## config.mk

```make
export PLATFORM = sky130hd
export DESIGN_NAME = aes_cbc_chain_ctrl_flat
export DESIGN_NICKNAME = d
export VERILOG_FILES = /design/src/rtl/aes_cbc_chain_ctrl_if.sv /design/src/rtl/aes_cbc_chain_ctrl.sv /design/src/flat_wrapper.sv
export SDC_FILE = /design/constraint.sdc
export NUM_CORES = 1
export LEC_CHECK = 0
export BUFFER_PORTS_ARGS = -buffer_cell sky130_fd_sc_hd__buf_2
export CAP_MARGIN = 25
export CORE_AREA = 2 2 414 416
export DETAILED_ROUTE_END_ITERATION = 6
export DIE_AREA = 0 0 416 418
export GPL_ROUTABILITY_DRIVEN = 1
export SLEW_MARGIN = 20
export SYNTH_ARGS = -nofsm -noshare
export SYNTH_HDL_FRONTEND = slang
export SYNTH_SLANG_ARGS = --single-unit
```

## constraint.sdc

```tcl
create_clock -name clk -period 23.6 [get_ports clk]
set_input_delay 1.18 -clock clk [delete_from_list [all_inputs] [get_ports clk]]
set_output_delay 1.18 -clock clk [all_outputs]
set_load 0.02 [all_outputs]
```

## src/rtl/aes_cbc_chain_ctrl_if.sv

```systemverilog
// Plaintext/ciphertext streams, message control and AES-core drive for aes_cbc_chain_ctrl.
// slave = controller side, master = environment (source, sink and the combinational core).
interface aes_cbc_chain_ctrl_if #(
    parameter int CNT_W = 16
);
    logic             start;
    logic [127:0]     iv_in;
    logic [127:0]     key_in;

    logic             in_valid;
    logic             in_ready;
    logic [127:0]     in_data;
    logic             in_last;

    logic [127:0]     core_in;
    logic [127:0]     core_iv;
    logic [127:0]     core_key;
    logic [127:0]     core_out;

    logic             out_valid;
    logic             out_ready;
    logic [127:0]     out_data;
    logic             out_last;

    logic             busy;
    logic [CNT_W-1:0] blk_cnt;

    modport slave (
        input  start, iv_in, key_in,
        input  in_valid, in_data, in_last,
        input  core_out,
        input  out_ready,
        output in_ready,
        output core_in, core_iv, core_key,
        output out_valid, out_data, out_last,
        output busy, blk_cnt
    );

    modport master (
        output start, iv_in, key_in,
        output in_valid, in_data, in_last,
        output core_out,
        output out_ready,
        input  in_ready,
        input  core_in, core_iv, core_key,
        input  out_valid, out_data, out_last,
        input  busy, blk_cnt
    );
endinterface

```

## src/rtl/aes_cbc_chain_ctrl.sv

```systemverilog
// CBC chaining controller in front of a combinational AES-128 core; one block in flight.
// Optional macro AES_CBC_ABORT_EN adds an abort input that drops the current message.
module aes_cbc_chain_ctrl #(
    parameter int CORE_LATENCY = 2,   // legal 1..15
    parameter int CNT_W        = 16
) (
    input logic clk,
    input logic rst,
`ifdef AES_CBC_ABORT_EN
    input logic abort,
`endif
    aes_cbc_chain_ctrl_if.slave bus
);

    typedef enum logic [1:0] {
        IDLE     = 2'd0,
        WAIT_BLK = 2'd1,
        RUN      = 2'd2,
        HOLD     = 2'd3
    } state_t;

    localparam logic [3:0] CNT_INIT = 4'(CORE_LATENCY);

    state_t             state_q,    state_d;
    logic [127:0]       chain_q,    chain_d;
    logic [127:0]       key_q,      key_d;
    logic [127:0]       pt_q,       pt_d;
    logic               last_q,     last_d;
    logic [3:0]         cnt_q,      cnt_d;
    logic [127:0]       out_data_q, out_data_d;
    logic               out_last_q, out_last_d;
    logic               out_valid_q, out_valid_d;
    logic [CNT_W-1:0]   blk_cnt_q,  blk_cnt_d;

    always_comb begin
        state_d     = state_q;
        chain_d     = chain_q;
        key_d       = key_q;
        pt_d        = pt_q;
        last_d      = last_q;
        cnt_d       = cnt_q;
        out_data_d  = out_data_q;
        out_last_d  = out_last_q;
        out_valid_d = out_valid_q;
        blk_cnt_d   = blk_cnt_q;

        case (state_q)
            IDLE: begin
                if (bus.start) begin
                    chain_d   = bus.iv_in;
                    key_d     = bus.key_in;
                    blk_cnt_d = '0;
                    state_d   = WAIT_BLK;
                end
            end
            WAIT_BLK: begin
                // in_ready is high throughout this state, so in_valid alone completes the handshake
                if (bus.in_valid) begin
                    pt_d    = bus.in_data;
                    last_d  = bus.in_last;
                    cnt_d   = CNT_INIT;
                    state_d = RUN;
                end
            end
            RUN: begin
                if (cnt_q == 4'd1) begin
                    out_data_d  = bus.core_out;
                    chain_d     = bus.core_out;
                    out_last_d  = last_q;
                    out_valid_d = 1'b1;
                    state_d     = HOLD;
                end else begin
                    cnt_d = cnt_q - 4'd1;
                end
            end
            HOLD: begin
                if (bus.out_ready) begin
                    out_valid_d = 1'b0;
                    blk_cnt_d   = blk_cnt_q + CNT_W'(1);
                    state_d     = out_last_q ? IDLE : WAIT_BLK;
                end
            end
            default: begin
                state_d = IDLE;
            end
        endcase

`ifdef AES_CBC_ABORT_EN
        // Abort overrides everything above; chaining value and key survive for inspection.
        if (abort) begin
            state_d     = IDLE;
            chain_d     = chain_q;
            key_d       = key_q;
            pt_d        = pt_q;
            last_d      = last_q;
            cnt_d       = cnt_q;
            out_data_d  = out_data_q;
            out_last_d  = 1'b0;
            out_valid_d = 1'b0;
            blk_cnt_d   = '0;
        end
`endif
    end

    always_ff @(posedge clk or posedge rst) begin
        if (rst) begin
            state_q     <= IDLE;
            chain_q     <= '0;
            key_q       <= '0;
            pt_q        <= '0;
            last_q      <= 1'b0;
            cnt_q       <= '0;
            out_data_q  <= '0;
            out_last_q  <= 1'b0;
            out_valid_q <= 1'b0;
            blk_cnt_q   <= '0;
        end else begin
            state_q     <= state_d;
            chain_q     <= chain_d;
            key_q       <= key_d;
            pt_q        <= pt_d;
            last_q      <= last_d;
            cnt_q       <= cnt_d;
            out_data_q  <= out_data_d;
            out_last_q  <= out_last_d;
            out_valid_q <= out_valid_d;
            blk_cnt_q   <= blk_cnt_d;
        end
    end

    assign bus.in_ready  = (state_q == WAIT_BLK);
    assign bus.busy      = (state_q != IDLE);
    assign bus.core_in   = pt_q;
    assign bus.core_iv   = chain_q;
    assign bus.core_key  = key_q;
    assign bus.out_valid = out_valid_q;
    assign bus.out_data  = out_data_q;
    assign bus.out_last  = out_last_q;
    assign bus.blk_cnt   = blk_cnt_q;

endmodule

```

## src/flat_wrapper.sv

```systemverilog
// flat-port wrapper written by rule: the top's interface ports become plain ports
module aes_cbc_chain_ctrl_flat 
#(
    parameter int CORE_LATENCY = 2,                 
    parameter int CNT_W        = 16
)
  (clk, rst, bus_start, bus_iv_in, bus_key_in, bus_in_valid, bus_in_data, bus_in_last, bus_core_out, bus_out_ready, bus_in_ready, bus_core_in, bus_core_iv, bus_core_key, bus_out_valid, bus_out_data, bus_out_last, bus_busy, bus_blk_cnt);
  aes_cbc_chain_ctrl_if #(.CNT_W(CNT_W)) bus_i ();
  input logic clk;
  input logic rst;
  input wire logic [$bits(bus_i.start)-1:0] bus_start;
  input wire logic [$bits(bus_i.iv_in)-1:0] bus_iv_in;
  input wire logic [$bits(bus_i.key_in)-1:0] bus_key_in;
  input wire logic [$bits(bus_i.in_valid)-1:0] bus_in_valid;
  input wire logic [$bits(bus_i.in_data)-1:0] bus_in_data;
  input wire logic [$bits(bus_i.in_last)-1:0] bus_in_last;
  input wire logic [$bits(bus_i.core_out)-1:0] bus_core_out;
  input wire logic [$bits(bus_i.out_ready)-1:0] bus_out_ready;
  output wire logic [$bits(bus_i.in_ready)-1:0] bus_in_ready;
  output wire logic [$bits(bus_i.core_in)-1:0] bus_core_in;
  output wire logic [$bits(bus_i.core_iv)-1:0] bus_core_iv;
  output wire logic [$bits(bus_i.core_key)-1:0] bus_core_key;
  output wire logic [$bits(bus_i.out_valid)-1:0] bus_out_valid;
  output wire logic [$bits(bus_i.out_data)-1:0] bus_out_data;
  output wire logic [$bits(bus_i.out_last)-1:0] bus_out_last;
  output wire logic [$bits(bus_i.busy)-1:0] bus_busy;
  output wire logic [$bits(bus_i.blk_cnt)-1:0] bus_blk_cnt;
  assign bus_i.start = bus_start;
  assign bus_i.iv_in = bus_iv_in;
  assign bus_i.key_in = bus_key_in;
  assign bus_i.in_valid = bus_in_valid;
  assign bus_i.in_data = bus_in_data;
  assign bus_i.in_last = bus_in_last;
  assign bus_i.core_out = bus_core_out;
  assign bus_i.out_ready = bus_out_ready;
  assign bus_in_ready = bus_i.in_ready;
  assign bus_core_in = bus_i.core_in;
  assign bus_core_iv = bus_i.core_iv;
  assign bus_core_key = bus_i.core_key;
  assign bus_out_valid = bus_i.out_valid;
  assign bus_out_data = bus_i.out_data;
  assign bus_out_last = bus_i.out_last;
  assign bus_busy = bus_i.busy;
  assign bus_blk_cnt = bus_i.blk_cnt;
  aes_cbc_chain_ctrl #(.CORE_LATENCY(CORE_LATENCY), .CNT_W(CNT_W)) u_core (.clk(clk), .rst(rst), .bus(bus_i));
endmodule
```

Word-level counts from Yosys, hierarchy flattened
Cells that the tools add are included.
Widths: inputs -> output; s select.

storage, ports and cells
  register bits = 537
  bits of input ports = 518

operators by class
  add/sub/neg operators = 2
  equality and inequality tests = 9
  multiplexer cells = 18
  reductions and logical operators = 14

operator list
  cell                   number
  $mux 128               2
  $pmux 128 s2           1
  $mux 16                2
  $pmux 16 s2            1
  $add 16x1->16 const B  1
  $reduce_and 3->1       4
  $reduce_bool 2->1      5
  $mux 2                 4
  $mux 4                 2
  $ne 2x2->1 const B     4
  $pmux 2 s4             1
  $pmux 4 s2             1
  $reduce_and 2->1       3
  $eq 2x2->1 const B     2
  $eq 4x1->1 const B     1
  $reduce_and 4->1       1
  $sub 4x1->4 const B    1
  $mux 1                 3
  $eq 2x1->1 const B     1
  $logic_not 2->1        1
  $ne 2x1->1 const B     1
  $pmux 1 s2             1

Logic depth before layout (Yosys ltp)
Gate-level depths: netlist (run 1).

  depth after elaboration = 3
  gate-level depth with buffers = 9

Worst setup path after synthesis (run 1)
OpenSTA, ideal clock, no wires.

  kind = input port to flip-flop
  start = input port bus_in_valid
  end = register u_core.pt_q[100], in the netlist u_core.bus.core_in[100]
  setup time = 0.125 ns
  arrival time = 2.227 ns
  required time = 23.475 ns
  setup slack = 21.248 ns
  stages on the path = 4
  buffers on the path = 2
  cell sequence = nand2_1 clkbuf_1 clkbuf_1 mux2_2

on the way
  word-level cells in the longest chain between the ends = 1

ends and longest elaborated chain
  what                        line                       RTL
  start: declaration          flat_wrapper.sv:14         input wire logic [$bits(bus_i.in_valid)-1:0] bus_in_valid;
  $reduce_and 2->1 (no line)  -
  end signal: assignment      aes_cbc_chain_ctrl.sv:121  pt_q <= pt_d;
  end: declaration            aes_cbc_chain_ctrl.sv:27   logic [127:0] pt_q, pt_d;

Every way passes these cells.
A chain may end at the register's enable or synchronous reset.

Worst setup path in the final report (run 1)
  start = register u_core.state_q[0]
  end = register u_core.out_last_q, in the netlist u_core.bus.out_last

on the way
  word-level cells in the longest chain between the ends = 2

ends and longest elaborated chain
  what                        line                       RTL
  start: declaration          aes_cbc_chain_ctrl.sv:24   state_t state_q, state_d;
  start signal: assignment    aes_cbc_chain_ctrl.sv:118  state_q <= state_d;
  $eq 2x2->1                  aes_cbc_chain_ctrl.sv:47   case (state_q)
  $reduce_and 2->1 (no line)  -
  end signal: assignment      aes_cbc_chain_ctrl.sv:125  out_last_q <= out_last_d;
  end: declaration            aes_cbc_chain_ctrl.sv:31   logic out_last_q, out_last_d;

Every way passes these cells.

==> results of run 1 <==
[flip-flops by register name (all words and copies together) (netlist names), 2 cells and up]
register	cells
u_core.bus.core_in	128
u_core.bus.core_iv	128
u_core.bus.core_key	128
u_core.bus.out_data	128
u_core.bus.blk_cnt	16
u_core.cnt_q	4
u_core.state_q	2
[cell type report]
class,count,area share [%]
diodes,9,0.0710
clock buffers,103,6.56
clock inverters,26,1.05
inverters,8,0.118
multi-input cells,1151,23.9
flip-flops and latches,537,42.4
well taps,2218,8.75
repair buffers,1070,17.2
[synthesized netlist by cell type, types with 7 or more instances]
library cell / instances
a21oi_1: 134
buf_2: 41
buf_6: 13
nand2_1: 404
clkbuf_1: 50
mux2i_1: 129
o21ai_0: 13
dfrtp_1: 537
inv_1: 8
nor2_1: 142
ha_1: 7
nand3_1: 7
mux2_2: 259
[metrics by stage]
| step | cell area (sq um) | hold slack (ps) | cells | setup WS (ps) |
|---|---|---|---|---|
| 2_1_floorplan | 21600 | 433 | 1804 | 7410 |
| 4_1_cts | 31600 | 472 | 5111 | 19230 |
| 5_1_grt | 31700 | 482 | 5114 | 19390 |
| 3_5_place_dp | 29200 | 458 | 4982 | 18960 |
| 3_3_place_gp | 29200 | 453 | 4982 | 19050 |
| 6_report | 31700 | 467 | 5122 | 19690 |
[worst register-to-register path: cells and delay by family (launching register included)]
kind                     cells  cell delay (ps)
AND/OR/NAND/NOR              3             1240
flip-flops                   1              420
adder cells (fa/ha/maj)      1              490
buffers and inverters        3             1690
[where the power goes]
group | internal [W] | total, W | switching, W | leakage [nW]
clock network | 0.000664 | 0.00114 | 0.000472 | 1.17
logic | 0.000792 | 0.00236 | 0.00157 | 7.73
registers | 0.00139 | 0.00165 | 0.000264 | 6.28
total | 0.00284 | 0.00515 | 0.00231 | 15.2
[layer usage]
metal  part of all wire [%]  wire [microns]
met3                     11           13200
met5                   0.32             382
met4                    3.1            3630
met1                     38           45000
met2                     48           56600
[worst paths after layout]
kind | from | end | slack, ps | cells past startpoint
setup / recovery | u_core.state_q[0] | u_core.bus.out_last | 19690 | 7
hold / removal | u_core.bus.out_data[69] | u_core.bus.out_data[69] | 470 | 2
setup reg to reg | u_core.state_q[0] | u_core.bus.out_last | 19690 | 7
hold reg to reg | u_core.bus.out_data[69] | u_core.bus.out_data[69] | 470 | 2
max in group asynchronous | rst | u_core.bus.core_key[42] | 20570 | 4
min in group asynchronous | rst | u_core.bus.core_key[66] | 680 | 2
[logic make-up (layout without fill, tap and decap cells)]
kind of cell / after synthesis / count (layout) / share of synthesized area [%]
DFF: 537 / 537 / 62.3
and+or+nand+nor: 588 / 588 / 10.8
xor gates and xnor gates: 4 / 4 / 0.162
muxes: 388 / 388 / 19.5
AOI/OAI and AO/OA: 164 / 164 / 4.12
buffers and inverters: 116 / 1207 / 2.76
adders and majority gates: 7 / 7 / 0.406
other: 0 / 9 / 0
==> metrics, run 1 <==
clk root buf=clkbuf_16; critical path's largest stage delay=910 ps; Cells after Synth=1804; fmax=256 MHz; largest net degree at the start of global routing=106; Final Hold Fails=0; CTS tree=built; remaining antenna violation count=0; clock latency on the worst-skew pair=690 ps; vias=18400; post-synth top area share=62.3%; TritonCTS Buffers=72; largest area contributor in the netlist=dfrtp_1; most frequent cells in the layout=1049 x buf_2, 537 x dfrtp_1, 401 x nand2_1, 259 x mux2_2, 142 x nor2_1; CP endpoint kind=flip-flop; peak fanout along the critical path=67; GR Util met3=6.06%; CTS max path bufs=3; Sink Count=537; commonest non-fill, non-tap cell in the layout=buf_2; vias in the first global route=18200; endpoints failing setup=0; Max-cap violations=0; area of the multi-input gates=7580 sq um; Seq cells post-synth=537; Power Density=162 nW/um^2; Crit path arrival time=4510 ps; critical path's top delay family=buffers and inverters; share of layout cells above drive strength 1=50.0%; skew final=28.9 ps; CP startpoint kind=flip-flop; critical path required time=24200 ps; H-tree depth=3; met1 GRT Util=15.2%; fill count=18700; Post-CTS Resized=0; setup TNS=0 ps; CP max stage cell=and2_4; Post-synth EDFFs=0; row cnt=151; RSZ-0062 raised after global routing=no; fraction of the cycle the final worst path needs=16.6%; Die H=418 microns; WP buf/inv=3; Layout Nets=3365; post-CTS setup buffer count=0; Post-synth ARST share=100%; Synth Cell Area=21600 sq um; Post-synth top flop=dfrtp_1; Setup CP Type=reg2reg; hold buffer count at CTS=0; final wirelength=119000 microns; drt wl/cell=23.2 microns; worst slew pin tran=976 ps; outcome=completed; GRT Overall Usage=13.1%; Period minus WS final=3910 ps; Remaining Overflow, GRT=0; first-pass detailed-route iteration total=6; crit-path cells=inv_1 > ha_4 > buf_4 > and2_4 > buf_4 > nand2_1 > nand2_1; sequential area share after synthesis=62.3%; syn_nets=2329; Yosys Warn Count=0; Slew Limit Headroom=34.9%; grt met2 use=21.3%; syn_area_per_cell=12.0 sq um; Initial DRC Count=1198; final core occ=18.8%; Seq. cell area=13400 sq um; Pwr Total=0.00515 W; Via density=3.59; Die Wd=416 microns; count of different cell masters after synthesis=39; port buffer count=1049; min-delay worst type=reg2reg; Residual DRC=0; Layout area overhead=47.0%; I/O pin cnt=1050; full die area=174000 sq um; initial antenna violation count=77; Slew Limit Fails=0; Reg clk slew, reported paths=60 ps; gr busiest metal=met2; gp weighted congestion=0.905; Pleak=15.2 nW; Max IR drop VDD=0.0828 mV; Initial Util=12.8%; first-pass GRT wire length=157000 microns; core area=169000 sq um; top cells by area, synth=dfrtp_1 62%, mux2_2 14%, nand2_1 7.0%, mux2i_1 6.0%, a21oi_1 3.1%; detailed placement HPWL=96700 microns
No activity file was read; power rests on OpenSTA's default activity.
==> run 2: changes to the inputs <==
--- a/config.mk
+++ b/config.mk
@@ -7,9 +7,9 @@
 export LEC_CHECK = 0
 export BUFFER_PORTS_ARGS = -buffer_cell sky130_fd_sc_hd__buf_2
 export CAP_MARGIN = 25
-export CORE_AREA = 2 2 414 416
+export CORE_AREA = 2 2 406 408
 export DETAILED_ROUTE_END_ITERATION = 6
-export DIE_AREA = 0 0 416 418
+export DIE_AREA = 0 0 408 410
 export GPL_ROUTABILITY_DRIVEN = 1
 export SLEW_MARGIN = 20
 export SYNTH_ARGS = -nofsm -noshare
==> constraint.sdc (replaced) <==
create_clock -name clk -period 4 [get_ports clk]
set_input_delay 0.2 -clock clk [delete_from_list [all_inputs] [get_ports clk]]
set_output_delay 0.2 -clock clk [all_outputs]
set_load 0.02 [all_outputs]
==> metrics, run 2 (synthesis gave the netlist of run 1 again) <==
Remaining Overflow, GRT=0; peak fanout along the critical path=113; setup TNS=0 ps; endpoints failing setup=0; CTS tree=built; Power Density=843 nW/um^2; core area=163000 sq um; drt wl/cell=23.5 microns; crit-path cells=inv_1 > ha_1 > or3b_1 > a22oi_4 > buf_12 > nor2_1 > a21oi_1; Layout area overhead=72.4%; first-pass detailed-route iteration total=5; switching power=0.0141 W; Via density=3.70; Pleak=17.4 nW; Slew Limit Fails=0; final instance area=37200 sq um; clk root buf=clkbuf_16; Die Wd=408 microns; clock power share=21.3%; critical path's top delay family=compound AO/OA/AOI/OAI gates; R2R cell count=7; most frequent cells in the layout=1049 x buf_2, 537 x dfrtp_1, 528 x dlygate4sd3_1, 401 x nand2_1, 259 x mux2_2; port buffer count=1049; WP buf/inv=2; RSZ-0062 raised after global routing=no; Comb power frac=47.8%; first-pass GRT wire length=178000 microns; Finished Layout Cells=5651; fraction of the cycle the final worst path needs=67.5%; vias=20900; Internal Power=0.0173 W; Sink Count=537; clock latency on the worst-skew pair=680 ps; TritonCTS Buffers=70; Critical Path Stages=7; fmax=371 MHz; detailed placement HPWL=105000 microns; reg-to-reg endpoint=u_core.bus.core_iv[115]; Reg2Reg Setup Slack=1300 ps; min-delay worst type=in2async; Crit path arrival time=3260 ps; commonest non-fill, non-tap cell in the layout=buf_2; vias in the first global route=21500; Initial DRC Count=1442; Residual DRC=0; worst r2r src=u_core.cnt_q[1]; Die H=410 microns; Initial Util=13.2%; critical path's largest stage delay=540 ps; critical path required time=4560 ps; outcome=completed; CP max stage cell=a22oi_4; Pwr Total=0.0314 W; CP startpoint=u_core.cnt_q[1]; initial antenna violation count=91; CP startpoint kind=flip-flop; placed cell count=4960; row cnt=149; gp weighted congestion=0.895; share of layout cells above drive strength 1=42.6%; I/O pin cnt=1050; Setup CP Type=reg2reg; largest net degree at the start of global routing=167; GRT Overall Usage=15.3%; Final Hold Fails=0; remaining antenna violation count=0; worst slew pin tran=991 ps; skew final=42.6 ps; CP endpoint kind=flip-flop; worst slack, placed=1390 ps; sequential power share=30.9%; switching portion of total power=44.9%; full die area=167000 sq um; H-tree depth=3; Slew Limit Headroom=33.9%; final wirelength=133000 microns; post-CTS setup buffer count=0; CTS max path bufs=3; Period minus WS final=2700 ps; Max IR drop VDD=0.531 mV; Post-CTS Resized=0; placed inst area=29400 sq um; worst setup path endpoint=u_core.bus.core_iv[115]; hold buffer count at CTS=528; final worst slack=1300 ps; Reg clk slew, reported paths=70 ps; Layout Nets=3896; Max-cap violations=0
run 2: layout make-up:
cell class / instances / area, sq um
flip-flops and latches: 537 / 13400
clock buffers: 97 / 2030
clock inverters: 29 / 374
well taps: 2189 / 2740
fillers: 17500 / 126000
diodes: 37 / 92.6
inverters: 8 / 33.8
multi-input cells: 1151 / 7580
repair buffers: 1603 / 10900
run 2: power by group through the flow:
stage / registers, W / logic (W) / clock network (W)
after global placement: 0.00956 / 0.0145 / 0
final: 0.00969 / 0.0150 / 0.00669
after floorplan: 0.0128 / 0.00507 / 0
after CTS: 0.00963 / 0.0152 / 0.00695
after global routing: 0.00998 / 0.0161 / 0.00713
after detailed placement: 0.00967 / 0.0146 / 0
run 2: how the worst min path moves through the flow:
stage,from,end,slack [ps]
3_3_place_gp,rst,u_core.bus.core_in[45],230
5_1_grt,rst,u_core.bus.core_in[45],40
2_1_floorplan,bus_core_out[0],u_core.bus.out_data[0],310
6_report,rst,u_core.bus.core_in[45],60
4_1_cts,rst,u_core.bus.core_in[45],4
3_5_place_dp,rst,u_core.bus.core_in[45],220
run 2: tightest hold or removal path, delay by kind of cell:
kind | cells | cell delay, ps
buffers and inverters | 3 | 930
run 2: stage by stage:
step	hold WS (ps)	utilization [%]
3_5_place_dp	223	18.0
4_1_cts	3.98	22.7
6_report	64.3	22.7
3_3_place_gp	227	18.0
2_1_floorplan	305	-
5_1_grt	38.9	22.7
run 2: per-layer routing:
layer / part of all wire, % / global-route usage (%)
met5: 0.11 / 0
met4: 4.8 / 7.16
met3: 13 / 8.29
met2: 44 / 23.4
met1: 38 / 17.5
